==> config.mk <==
export PLATFORM = sky130hd
export DESIGN_NAME = dram_share_sequencer
export DESIGN_NICKNAME = d
export VERILOG_FILES = /design/src/rtl/dram_share_sequencer.sv
export SDC_FILE = /design/constraint.sdc
export NUM_CORES = 1
export LEC_CHECK = 0
export CORE_ASPECT_RATIO = 0.8
export CORE_MARGIN = 4
export CORE_UTILIZATION = 30
export CTS_CLUSTER_DIAMETER = 60
export DETAILED_ROUTE_END_ITERATION = 12
export GPL_ROUTABILITY_DRIVEN = 0
export GPL_TIMING_DRIVEN = 0
export REMOVE_ABC_BUFFERS = 1
export SETUP_SLACK_MARGIN = 0.02
export SLEW_MARGIN = 5
export SYNTH_ARGS = -nofsm -noshare
export SYNTH_HDL_FRONTEND = slang
export SYNTH_SLANG_ARGS = --single-unit
==> constraint.sdc <==
create_clock -name clka -period 1.98 [get_ports clka]
set_input_delay 0.297 -clock clka [delete_from_list [all_inputs] [get_ports clka]]
set_output_delay 0.297 -clock clka [all_outputs]
set_load 0.01 [all_outputs]
==> src/rtl/dram_share_sequencer.sv <==
// dram_share_sequencer: runs one Processor job at a time and arbitrates the
// shared DRAM between the external host port and the Processor. The host owns
// DRAM in IDLE/DONE. A job drains any outstanding host read, then hands DRAM to
// the Processor (sel=1) until it finishes or the watchdog fires. Ownership then
// returns to the host for readback.
module dram_share_sequencer #(
  parameter int ADDR_W      = 16,
  parameter int DATA_W      = 8,
  parameter int RD_LAT      = 1,
  parameter int TIMEOUT_CYC = 65535,
  parameter int CNT_W       = 16
) (
  input  logic              clka,
  input  logic              reset,
  input  logic              start,
  input  logic              host_req,
  input  logic              host_we,
  input  logic [ADDR_W-1:0] host_addr,
  input  logic [DATA_W-1:0] host_wdata,
  output logic              host_gnt,
  output logic [DATA_W-1:0] host_rdata,
  output logic              host_rvalid,
  output logic [ADDR_W-1:0] dram_addr,
  output logic [DATA_W-1:0] dram_wdata,
  output logic              dram_write,
  output logic              dram_read,
  input  logic [DATA_W-1:0] dram_rdata,
  output logic              sel,
  output logic              cpu_enable,
  input  logic              cpu_finish,
  output logic              busy,
  output logic              done,
  output logic              timeout,
  output logic [CNT_W-1:0]  run_cycles
);

  typedef enum logic [2:0] {
    IDLE,
    DRAIN,
    SWITCH,
    RUN,
    RELEASE,
    DONE
  } state_t;

  // dram_rdata must carry the read data during the cycle RD_LAT-1 after the
  // read strobe. It is captured on that edge, so host_rvalid lands exactly
  // RD_LAT cycles after the grant.
  localparam logic [2:0]       RdLatInit  = 3'(RD_LAT);
  localparam logic [CNT_W-1:0] TimeoutLim = CNT_W'(TIMEOUT_CYC);

  state_t              state_q, state_d;
  logic                gnt_q, gnt_d;
  logic                rvalid_q, rvalid_d;
  logic [DATA_W-1:0]   rdata_q, rdata_d;
  logic [ADDR_W-1:0]   addr_q, addr_d;
  logic [DATA_W-1:0]   wdata_q, wdata_d;
  logic                write_q, write_d;
  logic                read_q, read_d;
  logic                sel_q, sel_d;
  logic                en_q, en_d;
  logic                busy_q, busy_d;
  logic                done_q, done_d;
  logic                timeout_q, timeout_d;
  logic [CNT_W-1:0]    runCnt_q, runCnt_d;
  logic                rdPend_q, rdPend_d;
  logic [2:0]          rdCnt_q, rdCnt_d;

  logic                rdFire;
  logic                startAccept;
  logic                hostWindow;
  logic [CNT_W-1:0]    runInc;

  // Next-state logic for the sequencer, the host port and the read tracker.
  // The host grant is decided in RELEASE as well as in IDLE/DONE. Because
  // outputs are registered, the grant strobe then appears in the first DONE
  // cycle, after sel has already returned to the host.
  always_comb begin
    state_d     = state_q;
    gnt_d       = 1'b0;
    rvalid_d    = 1'b0;
    rdata_d     = rdata_q;
    addr_d      = addr_q;
    wdata_d     = wdata_q;
    write_d     = 1'b0;
    read_d      = 1'b0;
    done_d      = done_q;
    timeout_d   = timeout_q;
    runCnt_d    = runCnt_q;
    rdPend_d    = rdPend_q;
    rdCnt_d     = rdCnt_q;
    rdFire      = rdPend_q && (rdCnt_q == 3'd1);
    startAccept = start && ((state_q == IDLE) || (state_q == DONE));
    hostWindow  = (state_q == IDLE) || (state_q == DONE) || (state_q == RELEASE);
    runInc      = (runCnt_q == '1) ? runCnt_q : runCnt_q + CNT_W'(1);

    if (rdPend_q) begin
      rdCnt_d = rdCnt_q - 3'd1;
      if (rdFire) begin
        rvalid_d = 1'b1;
        rdata_d  = dram_rdata;
        rdPend_d = 1'b0;
      end
    end

    case (state_q)
      IDLE, DONE: begin
        if (startAccept) begin
          done_d    = 1'b0;
          timeout_d = 1'b0;
          runCnt_d  = '0;
          state_d   = rdPend_q ? DRAIN : SWITCH;
        end
      end
      DRAIN: begin
        if (!rdPend_q) begin
          state_d = SWITCH;
        end
      end
      SWITCH: begin
        state_d = RUN;
      end
      RUN: begin
        runCnt_d = runInc;
        if (cpu_finish) begin
          done_d  = 1'b1;
          state_d = RELEASE;
        end else if (runInc >= TimeoutLim) begin
          timeout_d = 1'b1;
          state_d   = RELEASE;
        end
      end
      RELEASE: begin
        state_d = DONE;
      end
      default: begin
        state_d = IDLE;
      end
    endcase

    if (hostWindow && !startAccept && host_req && !rdPend_q) begin
      gnt_d   = 1'b1;
      addr_d  = host_addr;
      wdata_d = host_wdata;
      write_d = host_we;
      read_d  = !host_we;
      if (!host_we) begin
        rdPend_d = 1'b1;
        rdCnt_d  = RdLatInit;
      end
    end

    sel_d  = (state_d == SWITCH) || (state_d == RUN);
    en_d   = (state_d == RUN);
    busy_d = (state_d == DRAIN) || (state_d == SWITCH) || (state_d == RUN);
  end

  // Sequencer state register.
  always_ff @(posedge clka) begin
    if (reset) begin
      state_q <= IDLE;
    end else begin
      state_q <= state_d;
    end
  end

  // Registered outputs and read tracker; reset discards any in-flight read.
  always_ff @(posedge clka) begin
    if (reset) begin
      gnt_q     <= 1'b0;
      rvalid_q  <= 1'b0;
      rdata_q   <= '0;
      addr_q    <= '0;
      wdata_q   <= '0;
      write_q   <= 1'b0;
      read_q    <= 1'b0;
      sel_q     <= 1'b0;
      en_q      <= 1'b0;
      busy_q    <= 1'b0;
      done_q    <= 1'b0;
      timeout_q <= 1'b0;
      runCnt_q  <= '0;
      rdPend_q  <= 1'b0;
      rdCnt_q   <= '0;
    end else begin
      gnt_q     <= gnt_d;
      rvalid_q  <= rvalid_d;
      rdata_q   <= rdata_d;
      addr_q    <= addr_d;
      wdata_q   <= wdata_d;
      write_q   <= write_d;
      read_q    <= read_d;
      sel_q     <= sel_d;
      en_q      <= en_d;
      busy_q    <= busy_d;
      done_q    <= done_d;
      timeout_q <= timeout_d;
      runCnt_q  <= runCnt_d;
      rdPend_q  <= rdPend_d;
      rdCnt_q   <= rdCnt_d;
    end
  end

  assign host_gnt    = gnt_q;
  assign host_rvalid = rvalid_q;
  assign host_rdata  = rdata_q;
  assign dram_addr   = addr_q;
  assign dram_wdata  = wdata_q;
  assign dram_write  = write_q;
  assign dram_read   = read_q;
  assign sel         = sel_q;
  assign cpu_enable  = en_q;
  assign busy        = busy_q;
  assign done        = done_q;
  assign timeout     = timeout_q;
  assign run_cycles  = runCnt_q;

endmodule

==> results.py <==
metrics = {
    "timing": {
        "period_needed_ns": 1.99,
        "setup_viol": 3,
        "final.period_utilization": 1.01,
        "rsz0062_at_grt": "true",
        "worstMarginPinSlew_ns": 0.571,
        "hold_ws_ns": 0.443,
        "hold_viol": 0,
        "max_freq_ghz": 0.501,
        "fin_setup_tns_ns": -0.0194,
        "clock_skew_ns": 0.00536,
        "slew-limit-headroom": 0.618,
        "drv_slew": 0,
        "fin_ws_ns": -0.0149,
    },
    "power": {
        "leakagePower_nw": 1.90,
        "irDropWorstVdd_uv": 387,
        "finalPower_w": 0.00374,
        "power_density_nw_per_um2": 787,
    },
    "layout": {
        "nets": 491,
        "ff_latch_area_um2": 1330,
        "drive_gt1_frac": 0.178,
        "fin_area_um2": 4750,
        "syn_to_final_growth_pct": 49.4,
        "n_fill_cell": 965,
        "final_common_cell": "clkdlybuf4s50_1",
        "layout_common_cells": "clkdlybuf4s50_1, nor2_1, dfxtp_1, mux2i_1, a21oi_1",
        "diodes": 0,
        "multiInputGateArea_um2": 1880,
    },
    "detailed_routing": {
        "postRouteAntennaNets": 0,
        "drt_iter0_markers": 229,
        "finalWirelength_mm": 9.11,
        "routedWlPerCell_um": 15.3,
        "drc_errors": 0,
        "vias_per_cell": 5.15,
        "via_count": 3057,
        "drt_first_pass_iters": 7,
    },
    "floorplan": {
        "dieArea_um2": 12300,
        "core_area_um2": 10300,
        "initial_core_util": 0.309,
        "num_rows": 33,
        "dieHeight_um": 100,
        "pin_count": 95,
        "fp.dieW_um": 123,
    },
    "clocking": {
        "cts_tree": "done",
        "cts_sinks": 64,
        "cts.clk_slew.worst_paths_ns": 0.05,
        "cts_made_buffers": 9,
        "h-tree-depth": 3,
        "clock_latency_ns": 0.33,
        "ctsHoldBuffers": 0,
        "clk_path_buf_depth": 2,
        "cts_root_buf": "clkbuf_16",
    },
    "worst_setup_path": {
        "cp.required_ns": 2.25,
        "start_kind": "flop",
        "crit_type": "reg -> reg",
        "critical_path.endpoint_type": "flop",
        "critical_path.max_fanout": 7,
        "crit_arrival_ns": 2.26,
    },
    "logic_synthesis": {
        "ys.flop_type": "dfxtp_1",
        "synth_edf_count": 0,
        "syn_avg_cell_area_um2": 8.81,
        "ys_seq_area_frac": 0.403,
        "yosysTopAreaCell": "dfxtp_1",
        "async_flop_share": 0,
        "yosys_warnings": 0,
        "synth_area_leaders": "dfxtp_1, mux2i_1, nor2_1, a21oi_1, o21ai_0",
        "synthDistinctLibCells": 58,
        "ys_seq_elements": 64,
        "synth_area_um2": 3180,
        "syn-instance-count": 361,
        "synth_top_area_frac": 0.403,
    },
    "global_route": {
        "grt_first_pass_wirelength_mm": 14.2,
        "grt_max_degree": 38,
        "track_usage": 0.144,
        "grt_pass1_vias": 2805,
        "antenna_found_initial": 0,
        "grt-ovfl-total": 0,
    },
    "worst_hold_path": {
        "hp-class": "in -> reg",
    },
    "run_status": {
        "violations": "setup timing",
        "status": "finished, violations left",
    },
    "job": {
        "cap_viol_max_count": 0,
    },
    "place": {
        "io_buffers": 94,
        "dp_hpwl_mm": 5.86,
        "postPlaceCellArea_um2": 4160,
    },
}
[cell families (layout without fill, tap and decap cells)]
family,Yosys count,count (layout),synth area share
AND/OR/NAND/NOR,142,143,0.249
adder cells (fa/ha/maj),3,3,0.0118
XOR/XNOR,3,3,0.00827
multiplexers,37,37,0.119
flip-flops,64,64,0.403
AO/OA/AOI/OAI,77,78,0.156
buffers and inverters,35,126,0.0531
[metal layers]
layer  track usage  up-vias  part of all wire
met5             0        -                 0
met4        0.0298        0            0.0077
met3        0.0670        7             0.090
met2         0.215      111              0.46
met1         0.191     1442              0.44
li1              -     1497                 -
[flip-flops by register name (all words and copies together) (netlist names), 3 cells and up]
name	flops
rdCnt_q	3
dram_addr	16
state_q	3
dram_wdata	8
host_rdata	8
run_cycles	16
[synth_stat cells (2+ instances only)]
cell      number
a32o_1         2
o31ai_1        3
a311oi_1       4
buf_4          2
nand2b_1       2
nand2_1       16
o211ai_1       2
mux2i_1       34
and4_1         4
o21bai_1       2
clkbuf_1      17
and4_4         2
a21oi_1       23
nor2b_1        5
a22oi_1        3
nand4_1        8
a31oi_1        8
and3_1         5
xor2_1         2
nand4_4        3
nor3_1         8
ha_1           3
nor4_1         2
inv_1          6
a211oi_1       4
buf_6          3
dfxtp_1       64
nor2_1        63
a21o_1         2
buf_2          6
or3_1          2
o21ai_0       15
mux2_2         2
nand3_1       10
[worst max-delay path, cell delays in order, from the launching register on]
cell     delay [ns]
dfxtp_4        0.36
ha_4           0.16
and4_4         0.28
nand4_1        0.17
mux2i_2        0.32
nand4_4        0.15
nor4_4         0.16
buf_6          0.17
a32o_1         0.16
[worst paths after layout]
| kind | from | endpoint | slack (ns) | cells past startpoint |
|---|---|---|---|---|
| hold / removal | reset | dram_addr[10] | 0.44 | 2 |
| setup reg to reg | run_cycles[1] | timeout | -0.01 | 8 |
| hold reg to reg | run_cycles[8] | run_cycles[8] | 0.48 | 1 |
| setup / recovery | run_cycles[1] | timeout | -0.01 | 8 |
[metrics by stage]
stage	cells	setup WS, ns	utilization
floorplan	332	-0.401	-
global placement	566	-1.22	0.404
detailed placement	567	-0.849	0.405
CTS	589	-0.0185	0.453
global route	594	-0.0853	0.462
finish	594	-0.0149	0.462
[area by class of cell]
| class | instances | share of cell area |
|---|---|---|
| clock buffers | 12 | 0.0519 |
| clock inverters | 3 | 0.00896 |
| inverters | 6 | 0.00474 |
| multi-input cells | 264 | 0.397 |
| flip-flops and latches | 64 | 0.281 |
| well taps | 140 | 0.0369 |
| repair buffers | 105 | 0.220 |
[what timing repair did]
action,4_1_cts,5_1_grt
resized for setup,48,16
buffers inserted,6,4
cloned,1,1
pin swaps,6,10
endpoints found under the setup margin,53,42
[report_power, final]
group	switching [W]	internal, W
Combinational	0.000361	0.000374
Clock	0.000543	0.000999
Sequential	0.0000888	0.00137
(Power assumes the default switching activity.)
==> patch 1 (same settings) <==
Make the reset (`reset`) asynchronous in 2 clocked blocks.
--- a/src/rtl/dram_share_sequencer.sv
+++ b/src/rtl/dram_share_sequencer.sv
@@ -157,5 +157,5 @@
 
   // Sequencer state register.
-  always_ff @(posedge clka) begin
+  always_ff @(posedge clka or posedge reset) begin
     if (reset) begin
       state_q <= IDLE;
@@ -166,5 +166,5 @@
 
   // Registered outputs and read tracker; reset discards any in-flight read.
-  always_ff @(posedge clka) begin
+  always_ff @(posedge clka or posedge reset) begin
     if (reset) begin
       gnt_q     <= 1'b0;
Function: differs if reset is asserted again (counterexample within 4 cycles, from zero or initial values and one cycle with reset high); with reset held inactive, the same outputs for 10 cycles.
==> patch 1 against the unedited design <==
- the run still ends with negative setup slack left
- area after synthesis shrank 4.5%
- non-clock buffer count up 1
- sequential share of layout area is 6.7 points higher
- sequential cell count did not move
- routed wire length down 7.2%
- worst setup slack worse by 0.057 ns
- global-route usage up 0.36 points
- design area fell by 2.2%
- maximum frequency shrank 2.8%
- critical path type unchanged
- critical endpoint is now sel$_DFF_PP0_
Power is not compared: it rests on default switching activity, and its combinational part moved more than twofold at a synthesized area within 25%.
==> patch 1: results (changes against the unedited design) <==
Leak Pwr 2.03 nW; ClkCell Share 6.60% (+0.52 points); Syn Area/Cell 8.96 sq um (+1.7%); final WL 8450 um (-7.2%); data arrival time of the critical path 2.24 ns (-0.02 ns); via count 2845 (-6.9%); count of plain and timing-repair buffers 106 (+0.95%); origin of the worst setup path run_cycles[0]$_DFFE_PP0P_; top cell types by occurrence after synthesis nand2_1, dfrtp_1, nor2_1; CP max stage cell dfrtp_2; share of post-route cells with drive strength above 1 14.8% (-3.0 points); Post-CTS Resized 17 (-65%); Final #Nets 482 (-1.8%); setup tns final -0.268 ns (-0.248 ns); Hold EP dram_addr[1]$_DFFE_PP0P_; CP peak stage delay 0.45 ns (+0.09 ns); Post-Synth XOR/XNOR Area 0.865% (+0.039 points); Min-Delay Path Class reg -> reg; relative slew slack 45.3% (-17 points); number of sequential cells 64 (unchanged); area of the multi-input gates 1460 sq um (-22%); status finished with violations; RR Endpoint sel$_DFF_PP0_; inverter count 10 (+4); Synth Area in Compound Gates 14.8% (-0.79 points); clock buffers 10 (-2); fillcell total 965 (unchanged); Worst-Skew Late Latency 0.32 ns; Multi-Input Combinational 250 (-5.3%); dpl cells 554 (-2.3%); largest net degree at the start of global routing 65 (+71%); sequential share of cell area 34.7% (+6.7 points); Setup Fix Bufs, Post-CTS 2 (-4); sequential cell area fraction in the yosys report 52.7% (+12 points); GRT met3 Usage 3.59% (-3.1 points); crit path setup slack, layout -0.0716 ns (-0.0567 ns); post-synthesis adder-cell area fraction 1.24% (+0.055 points); Signal buf overhead 22.4% (+0.36 points); Port Buf Inserts 94 (unchanged); first drt pass iteration count 4 (-3); first-pass GRT wire length 14100 um (-0.97%); mux contribution to synthesized area 0.330% (-12 points); hold path start dram_addr[1]$_DFFE_PP0P_; initial antenna violation count 0 (unchanged); Clock Skew 0.00466 ns (-0.000695 ns); final setup vio count 6 (+3); vias per cell 4.89 (-5.0%); async set-reset flop share out of synthesis 100% (+100 points); Distinct cells, synth 54 (-6.9%); Slew Limit Fails 0 (unchanged); initial drt markers 168 (-27%); Worst R2R Path Depth 8 (unchanged); GRT Resource Usage Total 14.8% (+0.36 points); seq pwr about 2.2 mW; post-DP HPWL 5730 um (-2.2%); failing checks negative setup slack; GR met1 Demand/Resource 19.9% (+0.75 points); delay-heaviest family, CP compound AO/OA/AOI/OAI gates; top cells by area, synth dfrtp_1, nand2_1, o21ai_0; met2 global-route usage 23.2% (+1.7 points)
==> patch 1: changes by cell type after synthesis, sizes merged, moves of 6 or more <==
cell | before | now
nor2 | 63 | 24
nand2 | 16 | 114
dfxtp | 64 | 0
mux2i | 34 | 1
o21ai | 15 | 21
dfrtp | 0 | 64
a21oi | 23 | 10
clkbuf | 17 | 5
==> patch 1: per-stage QoR <==
stage          worst slack [ns]  utilization, %  hold WS, ns  power (mW)  area, sq um
6_report                -0.0716            47.5        0.473        6.37         4640
5_1_grt                  -0.158            47.5        0.500        6.83         4640
2_1_floorplan            -0.104               -        0.387        3.31         2960
3_3_place_gp              -1.15            41.7        0.458        4.50         4070
4_1_cts                 -0.0452            45.6        0.478        6.27         4450
3_5_place_dp              -1.18            41.7        0.464        4.56         4080
==> patch 1: metal layers <==
layer  up-vias  part of all wire [%]
met1      1403                    46
met4         0                   1.1
met2        65                    49
met3         8                   4.1
met5         -                     0
li1       1369                     -
==> patch 2 (config.mk and constraints unchanged) <==
Without the edit above. The parameter `DATA_W` goes from 8 to 7.
--- a/src/rtl/dram_share_sequencer.sv
+++ b/src/rtl/dram_share_sequencer.sv
@@ -6,5 +6,5 @@
 module dram_share_sequencer #(
   parameter int ADDR_W      = 16,
-  parameter int DATA_W      = 8,
+  parameter int DATA_W      = 7,
   parameter int RD_LAT      = 1,
   parameter int TIMEOUT_CYC = 65535,
Ports: changed (resized dram_rdata, dram_wdata, host_rdata and host_wdata); port bits go from 95 to 91. The function was not compared with the original's and may differ.
==> patch 2 against the unedited design <==
- the run still ends with negative setup slack left
- sequential power shrank 8%
- worst setup slack worse by 0.43 ns
- routed wire length fell by 8.6%
- total power decreased by 11%
- design area shrank 5.1%
- area after synthesis shrank 8.3%
- via count is 6.4% lower
- sequential cell count fell by 2
- utilization grew 2.4 points
- count of clock-buffer cells in the layout is 1 lower
- critical path type unchanged
==> patch 2: results (changes against the unedited design) <==
status finished with violations; failing checks negative setup slack; top cells by area, synth dfxtp_1, mux2i_1, nor2_1; GRT Resource Usage Total 14.5% (+0.13 points); Distinct cells, synth 52 (-10%); power share of the clock group 45.4% (+4.1 points); sequential cell area fraction in the yosys report 42.6% (+2.3 points); Leak Pwr 1.76 nW (-7.2%); RR Endpoint state_q[0]$_SDFF_PP0_; Port Buf Inserts 90 (-4.3%); Net Sw Power 0.784 mW (-21%); VDD IR-drop max 356 uV (-7.9%); initial drt markers 180 (-21%); Slew @ Worst Pin 0.548 ns (-0.0232 ns); met3 WL 580 um (-29%); share of post-route cells with drive strength above 1 16.2% (-1.6 points); DR WL/cell 14.9 um (-2.9%); Final #Nets 479 (-2.4%); Syn Area/Cell 8.52 sq um (-3.3%); via count 2860 (-6.4%); Metal-1 WL 3890 um (-3.9%); Met2 Routed Length 3760 um (-9.9%); post-DP HPWL 5590 um (-4.6%); worst hold slack 0.396 ns (-0.0473 ns); crit path setup slack, layout -0.440 ns (-0.426 ns); first drt pass iteration count 4 (-3); Clock Skew 0.00508 ns (-0.000273 ns); Max Buffers Root-to-Sink 2 (unchanged); vias in the first global route 2736 (-2.5%); final setup vio count 9 (+6); first-pass GRT wire length 13500 um (-5.2%); dpl cells 525 (-7.4%); top cell types by occurrence after synthesis dfxtp_1, nor2_1, mux2i_1; fillcell total 866 (-10%); Power Total 3.34 mW (-11%); largest net degree at the start of global routing 40 (+5.3%); vias per cell 5.12 (-0.59%)
-- patch 2: cell types whose count changed in the layout (fill, tap and decap cells not counted), sizes merged, moves of 4 or more --
| cell | change |
|---|---|
| and4 | -5 |
| nand3 | +4 |
| nor2 | -15 |
| buf | +12 |
| clkdlybuf4s50 | -4 |
| nand4 | -7 |
| nand2 | +9 |
| mux2i | -8 |
-- patch 2: cell type report --
class | count | area share (%)
inverters | 8 | 0.666
multi-input cells | 245 | 36.1
clock inverters | 4 | 1.05
repair buffers | 114 | 25.6
clock buffers | 11 | 5.38
well taps | 115 | 3.19
flip-flops and latches | 62 | 27.9
-- patch 2: repair_timing --
item                       4_1_cts  5_1_grt
setup endpoints to repair       46       29
setup buffers                   21        2
pin swaps                       15        9
cloned                           1        0
gates resized for setup         30       16
-- patch 2: metal layers --
| metal | vias up | global-route usage (%) |
|---|---|---|
| li1 | 1418 | - |
| met1 | 1344 | 18.9 |
| met2 | 92 | 23.0 |
| met3 | 6 | 4.23 |
| met4 | 0 | 5.56 |
| met5 | - | 0 |
-- patch 2: logic make-up (layout without fill, tap and decap cells) --
group	count (synthesis)	after routing	synth area share, %
AO/OA/AOI/OAI	82	82	18.5
XOR/XNOR	5	5	1.50
adder cells (fa/ha/maj)	3	3	1.29
buffers and inverters	35	137	5.28
flip-flops	62	62	42.6
multiplexers	27	27	9.32
AND/OR/NAND/NOR	128	128	21.6
-- patch 2: worst max-delay path by stage --
stage	from	to	slack [ns]	cells past startpoint
5_1_grt	run_cycles[1]$_SDFFE_PP0P_	timeout$_SDFFE_PP0P_	-0.53	8
4_1_cts	run_cycles[1]$_SDFFE_PP0P_	state_q[0]$_SDFF_PP0_	-0.34	8
6_report	run_cycles[1]$_SDFFE_PP0P_	state_q[0]$_SDFF_PP0_	-0.44	8
2_1_floorplan	run_cycles[0]$_SDFFE_PP0P_	sel$_SDFF_PP0_	-1.03	7
3_5_place_dp	run_cycles[0]$_SDFFE_PP0P_	busy$_SDFF_PP0_	-1.67	7
3_3_place_gp	start	rdCnt_q[0]$_SDFF_PP0_	-2.03	5
-- patch 2: worst max-delay path, stage by stage, from the launching register on --
cell and delay, ns:
dfxtp_4 0.36, ha_4 0.13, nand4_1 0.17, buf_4 0.21, bufbuf_16 0.26, nor4_2 0.31
o22ai_2 0.13, or4_4 0.56, o21ba_1 0.18
-- patch 2: metrics by stage --
stage | cell area, sq um | TNS [ns] | setup slack [ns]
after global routing | 4510 | -3.89 | -0.526
final | 4510 | -2.92 | -0.440
after global placement | 3830 | -89.47 | -2.03
after detailed placement | 3890 | -30.12 | -1.67
after floorplan | 2790 | -36.09 | -1.03
after CTS | 4490 | -2.70 | -0.344
